[src/rtl/keypad_event_scanner.sv]
// Keypad matrix scanner: column drive, per-key debounce, stable key map,
// and a valid/ready FIFO of encoded press events.
//
// Ports:
//   CLK, RST_N      clock, synchronous active-low reset
//   column_pins     one-hot column drive
//   row_pins        row sense for the driven column
//   user_input      debounced key map, bit c*ROWS+r
//   key_valid       event FIFO non-empty
//   key_code        key index at FIFO head
//   key_ready       consumer accepts head
//   overflow        sticky press-event drop flag
module keypad_event_scanner #(
  parameter int COLS       = 4,
  parameter int ROWS       = 4,
  parameter int SCAN_DIV   = 1000,
  parameter int DEBOUNCE   = 3,
  parameter int FIFO_DEPTH = 4
) (
  input  logic                          CLK,
  input  logic                          RST_N,
  output logic [COLS-1:0]               column_pins,
  input  logic [ROWS-1:0]               row_pins,
  output logic [ROWS*COLS-1:0]          user_input,
  output logic                          key_valid,
  output logic [$clog2(ROWS*COLS)-1:0]  key_code,
  input  logic                          key_ready,
  output logic                          overflow
);

  localparam int N  = ROWS * COLS;
  localparam int W  = $clog2(N);
  localparam int DW = $clog2(SCAN_DIV);
  localparam int CW = $clog2(COLS);
  localparam int BW = $clog2(DEBOUNCE + 1);
  localparam int AW = $clog2(FIFO_DEPTH);

  typedef enum logic {
    IDLE,
    WALK
  } state_t;

  logic [DW-1:0]                div_cnt_q, div_cnt_d;
  logic [CW-1:0]                col_q, col_d;
  logic [N-1:0]                 raw_q, raw_d;
  logic [N-1:0][BW-1:0]         cnt_q, cnt_d;
  logic [N-1:0]                 user_q, user_d;
  logic [N-1:0]                 rise_q, rise_d;
  logic                         upd_q, upd_d;
  state_t                       state_q, state_d;
  logic [W-1:0]                 idx_q, idx_d;
  logic [FIFO_DEPTH-1:0][W-1:0] mem_q, mem_d;
  logic [AW-1:0]                wr_q, wr_d;
  logic [AW-1:0]                rd_q, rd_d;
  logic [AW:0]                  fill_q, fill_d;
  logic                         ovf_q, ovf_d;

  logic sample;
  logic frame_done;
  logic push;
  logic push_ok;
  logic pop;
  logic full;

  // Scan timing and raw capture of the driven column.
  always_comb begin
    sample     = (div_cnt_q == DW'(SCAN_DIV - 1));
    frame_done = sample && (col_q == CW'(COLS - 1));
    div_cnt_d  = sample ? '0 : div_cnt_q + DW'(1);
    col_d      = col_q;
    raw_d      = raw_q;
    if (sample) begin
      col_d = (col_q == CW'(COLS - 1)) ? '0 : col_q + CW'(1);
      for (int c = 0; c < COLS; c++) begin
        if (col_q == CW'(c)) begin
          raw_d[c*ROWS +: ROWS] = row_pins;
        end
      end
    end
  end

  // Debounce against the frame just completed, including the column
  // sampled on this very cycle.
  always_comb begin
    cnt_d  = cnt_q;
    user_d = user_q;
    rise_d = rise_q;
    upd_d  = frame_done;
    if (frame_done) begin
      for (int k = 0; k < N; k++) begin
        if (raw_d[k] != user_q[k]) begin
          if (cnt_q[k] == BW'(DEBOUNCE - 1)) begin
            user_d[k] = ~user_q[k];
            cnt_d[k]  = '0;
          end else begin
            cnt_d[k] = cnt_q[k] + BW'(1);
          end
        end else begin
          cnt_d[k] = '0;
        end
      end
      rise_d = user_d & ~user_q;
    end
  end

  // Walk the captured rise mask one index per cycle.
  always_comb begin
    state_d = state_q;
    idx_d   = idx_q;
    push    = 1'b0;
    unique case (state_q)
      IDLE: begin
        if (upd_q && (|rise_q)) begin
          state_d = WALK;
          idx_d   = '0;
        end
      end
      WALK: begin
        push = rise_q[idx_q];
        if (idx_q == W'(N - 1)) begin
          state_d = IDLE;
        end else begin
          idx_d = idx_q + W'(1);
        end
      end
      default: state_d = IDLE;
    endcase
  end

  // Event FIFO; a pop frees the slot a same-cycle push needs.
  always_comb begin
    full    = (fill_q == (AW+1)'(FIFO_DEPTH));
    pop     = (fill_q != '0) && key_ready;
    push_ok = push && (!full || pop);
    mem_d   = mem_q;
    wr_d    = wr_q;
    rd_d    = rd_q;
    fill_d  = fill_q;
    ovf_d   = ovf_q || (push && !push_ok);
    if (pop) begin
      rd_d = rd_q + AW'(1);
    end
    if (push_ok) begin
      mem_d[wr_q] = idx_q;
      wr_d        = wr_q + AW'(1);
    end
    if (push_ok && !pop) begin
      fill_d = fill_q + (AW+1)'(1);
    end else if (!push_ok && pop) begin
      fill_d = fill_q - (AW+1)'(1);
    end
  end

  always_ff @(posedge CLK) begin
    if (!RST_N) begin
      div_cnt_q <= '0;
      col_q     <= '0;
      raw_q     <= '0;
      cnt_q     <= '0;
      user_q    <= '0;
      rise_q    <= '0;
      upd_q     <= 1'b0;
      state_q   <= IDLE;
      idx_q     <= '0;
      mem_q     <= '0;
      wr_q      <= '0;
      rd_q      <= '0;
      fill_q    <= '0;
      ovf_q     <= 1'b0;
    end else begin
      div_cnt_q <= div_cnt_d;
      col_q     <= col_d;
      raw_q     <= raw_d;
      cnt_q     <= cnt_d;
      user_q    <= user_d;
      rise_q    <= rise_d;
      upd_q     <= upd_d;
      state_q   <= state_d;
      idx_q     <= idx_d;
      mem_q     <= mem_d;
      wr_q      <= wr_d;
      rd_q      <= rd_d;
      fill_q    <= fill_d;
      ovf_q     <= ovf_d;
    end
  end

  assign column_pins = COLS'(1) << col_q;
  assign user_input  = user_q;
  assign key_valid   = (fill_q != '0);
  assign key_code    = mem_q[rd_q];
  assign overflow    = ovf_q;

endmodule

[config.mk]
export PLATFORM = sky130hd
export DESIGN_NAME = keypad_event_scanner
export DESIGN_NICKNAME = d
export VERILOG_FILES = /design/src/rtl/keypad_event_scanner.sv
export SDC_FILE = /design/constraint.sdc
export NUM_CORES = 1
export LEC_CHECK = 0
export CORE_ASPECT_RATIO = 1.4
export CORE_MARGIN = 1.5
export CORE_UTILIZATION = 54
export DETAILED_ROUTE_END_ITERATION = 10
export GPL_TIMING_DRIVEN = 0
export PLACE_DENSITY_LB_ADDON = 0.15
export SLEW_MARGIN = 25
export SYNTH_ARGS = -nofsm -noshare
export SYNTH_HDL_FRONTEND = slang
export SYNTH_SLANG_ARGS = --single-unit
export TNS_END_PERCENT = 5
[constraint.sdc]
create_clock -name CLK -period 3.2 [get_ports CLK]
set_input_delay 0.96 -clock CLK [delete_from_list [all_inputs] [get_ports CLK]]
set_output_delay 0.96 -clock CLK [all_outputs]
set_load 0.01 [all_outputs]
# Word-level counts from Yosys, hierarchy flattened
# Index checks and enable logic that the tools add are counted.
word_totals:
  reg_bits: 122
  latch_bits: 0
  mem_bits_rw: 0
  mem_bits_ro: 0
  inputBits: 7
  output_inout_bits: 26
  wordCells: 241
  mem_count: 0
classes:
  add_sub_neg: 23
  mul: 0
  div: 0
  n_lt_le_gt_ge: 4
  n_eq_ne: 40
  shift: 1
  n_mux: 102
  bitwise_logic: 20
  reduce_logical: 19
op_table:
  columns: ["op", "count"]
  rows:
  - ["$mux W2", 33]
  - ["$mux W1", 52]
  - ["$add A2 B1 Y2 const B", 19]
  - ["$eq A2 B2 Y1 const B", 18]
  - ["$mux W4", 8]
  - ["$not A1 Y1", 18]
  - ["$and A16 B16 Y16", 1]
  - ["$bwmux W16", 1]
  - ["$mux W16", 1]
  - ["$ne A1 B1 Y1", 16]
  - ["$not A16 Y16", 1]
  - ["$reduce_or A16 Y1", 1]
  - ["$add A10 B1 Y10 const B", 1]
  - ["$eq A10 B10 Y1 const B", 1]
  - ["$bmux W4 S2", 1]
  - ["$demux W4 S2", 1]
  - ["$logic_and A1 B1 Y1", 8]
  - ["$pmux W4 S2", 1]
  - ["$lt A2 B3 Y1 const B", 2]
  - ["$mux W3", 2]
  - ["$lt A4 B5 Y1 const B", 1]
  - ["$add A4 B1 Y4 const B", 1]
  - ["$bmux W1 S4", 1]
  - ["$eq A4 B4 Y1 const B", 1]
  - ["15 further kinds", 19]

# Depth between registers and ports, before layout
# Gate-level depths: netlist of the first run.
depth:
  ltp_word: 8
  depth_mapped: 12
  depth_no_buf: 11

# Least setup slack after synthesis of the first run
# No wires, ideal clock.
synth_path:
  path_type: "input to register"
  from: "input key_ready"
  to: "register fill_q[2]"
  t_arrival_ps: 3142
  t_required_ps: 3124
  setup_slack_ps: -18
  cell_stages: 11
  path_cell_list: "or4b_2 nand2_2 nor3_1 a41oi_2 inv_1 ha_1 inv_1 fa_1 xor2_1 or3_1 a21boi_0"
synth_between:
  elab_chain_cells: 6
  elab_cells_between_ends: 9
synth_rtl:
  columns: ["item", "line_no", "rtl"]
  rows:
  - ["start: declaration", "27", "input logic key_ready,"]
  - ["$logic_and A1 B1 Y1 *", "133", "pop = (fill_q != '0) && key_ready;"]
  - ["$logic_or A1 B1 Y1 *", "134", "push_ok = push && (!full || pop);"]
  - ["$logic_and A1 B1 Y1 *", "134", null]
  - ["via push_ok", "61", "logic push_ok;"]
  - ["$logic_not A1 Y1", "149", "end else if (!push_ok && pop) begin"]
  - ["$logic_and A1 B1 Y1", "149", null]
  - ["$reduce_bool A2 Y1 (no source line)", null, null]
  - ["end signal: assignment", "183", "fill_q <= fill_d;"]
  - ["end: declaration", "55", "logic [AW:0] fill_q, fill_d;"]
# Mark *: on every way through the listed nets, which the timed path passes. The rest lies on a longest branch.
# A chain may end at the register's enable or synchronous reset.

# Worst setup path in the final report of the first run
layout_path:
  from: "register rd_q[0]"
  to: "output key_code[0]"
layout_between:
  elab_chain_cells: 2
layout_rtl:
  columns: ["item", "line_no", "rtl"]
  rows:
  - ["start: declaration", "54", "logic [AW-1:0] rd_q, rd_d;"]
  - ["start signal: assignment", "182", "rd_q <= rd_d;"]
  - ["$bmux W4 S2", "191", "assign key_code = mem_q[rd_q];"]
  - ["$mux W4 (not written as such)", "191", null]
  - ["end: declaration", "26", "output logic [$clog2(ROWS*COLS)-1:0] key_code,"]
# Every way passes these cells. The select of a mux whose other input is x is not followed.

==> reports/results.ini, run 1 <==
[grt]
grt.total_usage_pct = 27.56
grt_pass1_vias = 5143
antenna_found_initial = 0
overflow = 0
grt_max_degree = 17
grt_pass1_wl_mm = 25.14

[synthesis]
yosys_warnings = 0
syn_inst = 652
synth-edff-count = 0
seq_area_frac_synth_pct = 40.16
synth_seq_cells = 118
synth_cell_types = 54
synthesis.nets = 671
post_synth_instance_area_um2 = 5882
synthFlopType = dfxtp_1
synthArstFlopShare_pct = 0
synth_area_per_cell_um2 = 9.021

[route]
routed_wl_mm = 15.01
vias = 5085
vias_per_cell = 5.947
dr.pass1.iters = 5
drtIter0Drc = 230
wl_per_cell_um = 17.56
drc = 0
ant_nets = 0

[final_layout]
diodes = 0
drive_above_1_share_pct = 10.04
finalNonFillerCells = 855
multi_input_area_um2 = 3322
layout_commonest_cell = dfxtp_1
finalNetCount = 723
final_cell_mix = 118 x dfxtp_1, 77 x nand2_1, 61 x nand3_1
final-seq-area_um2 = 2362
fin_util_pct = 66.83
fillers = 879
syn_to_final_growth_pct = 19.46

[pwr]
p_leak_nw = 2.537
power_mw = 3.797
ir_drop_mv = 0.3225
powerDensity_nw_per_um2 = 540.4

[worst_setup_path]
required_ns = 2.24
path_buf_inv = 2
cp_cell_sequence = clkbuf_1 -> mux4_2 -> clkdlybuf4s50_1
cp-end-kind = output port
crit_family = buffers and inverters
critPathLaunchType = register
slowest_stage = mux4_2
slowest_delay_ns = 0.56
path_class = register to output port
path_max_fanout = 6
arrival_ns = 2.13

[clock_tree]
max-clock-path-buffers = 2
htree_levels = 4
clk_pin_slew_worst_paths_ns = 0.05
clock_latency_ns = 0.42
cts_root_buffer = clkbuf_16
cts_buffers = 17
cts.sinks = 118
holdBufCountCts = 0
cts_tree = yes

[sta]
rsz0062_at_grt = true
finalHoldViolCount = 0
max_freq_ghz = 0.3241
max_slew_margin_pct = 54.31
tightest_slew_ns = 0.6854
min_period_ns = 3.086
post-route-period-util_pct = 96.43
finalMaxSlewViolations = 0
setup_violations = 0
skew_ns = 0.008931
fin_ws_ns = 0.1143
fin_tns_setup_ns = 0

[die]
die-area_um2 = 11540
pin_count = 33
start_util_pct = 55.94
core_um2 = 10520
die_y_um = 126.5
num_rows = 44
die_w_um = 91.21

[placed_design]
dp_slack_ns = -0.7229
portBuffers = 31
place_congestion = 0.8780
dp_hpwl_mm = 10.49
place_inst = 821

[run]
cap_violations = 0

[run_status]
status = finished clean

[hold_path]
hold_class = register to register

[cell families after synthesis]
logic type / count (synthesis) / share of synthesized area [%]
compound gates: 86 / 11.95
xor+xnor: 18 / 2.680
fa+ha+maj: 12 / 2.680
buf+inv: 52 / 3.659
flops: 118 / 40.16
mux: 45 / 8.934
simple gates: 321 / 29.93
[cell usage after synthesis, types with 9 or more instances]
master | number | area share [%]
dfxtp_1 | 118 | 40
nand2_1 | 77 | 4.9
nand3_1 | 61 | 5.2
nor2b_1 | 40 | 4.3
nor2_1 | 37 | 2.4
mux2i_1 | 30 | 5.1
clkbuf_1 | 29 | 1.9
nand4_1 | 21 | 2.2
a21boi_0 | 18 | 2.3
nand2b_1 | 17 | 1.8
o311ai_0 | 16 | 2.4
and2_1 | 12 | 1.3
xnor2_1 | 12 | 1.8
ha_1 | 11 | 2.3
inv_1 | 11 | 0.70
mux2_2 | 10 | 1.9
nor3_1 | 9 | 0.77
[cell type report]
class                      count  share of cell area (%)
buffer                        41                   2.493
clock inverter                 9                   2.101
tap                          138                   2.457
inverter                      11                  0.5876
sequential                   118                   33.62
clock buffer                  23                   6.802
multi-input combinational    482                   47.28
timing repair buffer          33                   4.665
[layer usage]
layer / vias to the layer above / GRT usage (%) / share of wire (%)
met5: - / 0 / 0
met3: 36 / 4.976 / 4.1
met2: 162 / 49.47 / 52
li1: 2465 / - / -
met4: 0 / 12.78 / 2.4
met1: 2422 / 31.39 / 42
[stage by stage]
step	hold slack, ns	instance area [um2]
after global placement	0.4415	6370
after global routing	0.4687	7027
after floorplan	0.4305	5887
after detailed placement	0.4532	6370
after CTS	0.4625	7007
final	0.4603	7027
[registers in the layout, indices dropped and copies added, names as in the netlist]
name and count:
cnt_q 32, col_q 2, div_cnt_q 10, fill_q 3, idx_q 4, mem_q 16
overflow 1, raw_q 12, rd_q 2, rise_q 16, state_q 1, upd_q 1
user_input 16, wr_q 2
[what timing repair did]
item / in CTS / in global routing
resized for setup: 1 / 5
pin swaps: 0 / 2
buffers inserted: 1 / 1
setup endpoints to repair: 2 / 3
[worst register-to-register path, delay by kind of cell (launching register included)]
| family | cells | cell delay (ns) |
|---|---|---|
| adders and majority gates | 2 | 0.57 |
| DFF | 1 | 0.42 |
| xor gates and xnor gates | 1 | 0.15 |
| buffers and inverters | 3 | 0.35 |
| muxes | 2 | 0.67 |
| AOI/OAI and AO/OA | 2 | 0.22 |
| and+or+nand+nor | 2 | 0.53 |
[path summary, 6_finish.rpt]
path,startpoint,endpoint,depth (start not counted),slack [ns]
setup reg to reg,idx_q[2],fill_q[2],12,0.23
setup / recovery,rd_q[0],key_code[0],3,0.11
hold / removal,mem_q[0],mem_q[0],2,0.46
hold reg to reg,mem_q[0],mem_q[0],2,0.46
[power breakdown]
| part | total, mW | leakage (nW) | switching [mW] | internal [mW] |
|---|---|---|---|---|
| Sequential | 1.52 | 0.951 | 0.0246 | 1.50 |
| Combinational | 0.258 | 1.28 | 0.136 | 0.122 |
| Clock | 2.02 | 0.307 | 0.660 | 1.36 |
| Total | 3.80 | 2.54 | 0.820 | 2.98 |
No activity file was read; power rests on OpenSTA's default activity.
==> run 2, diff against run 1 <==
--- a/config.mk
+++ b/config.mk
@@ -5,6 +5,7 @@
 export SDC_FILE = /design/constraint.sdc
 export NUM_CORES = 1
 export LEC_CHECK = 0
+export ABC_CLOCK_PERIOD_IN_PS = 3200
 export CORE_ASPECT_RATIO = 1.4
 export CORE_MARGIN = 1.5
 export CORE_UTILIZATION = 54
==> results of run 2 <==
Final layout, timing and power as in run 1 (identical DEF).
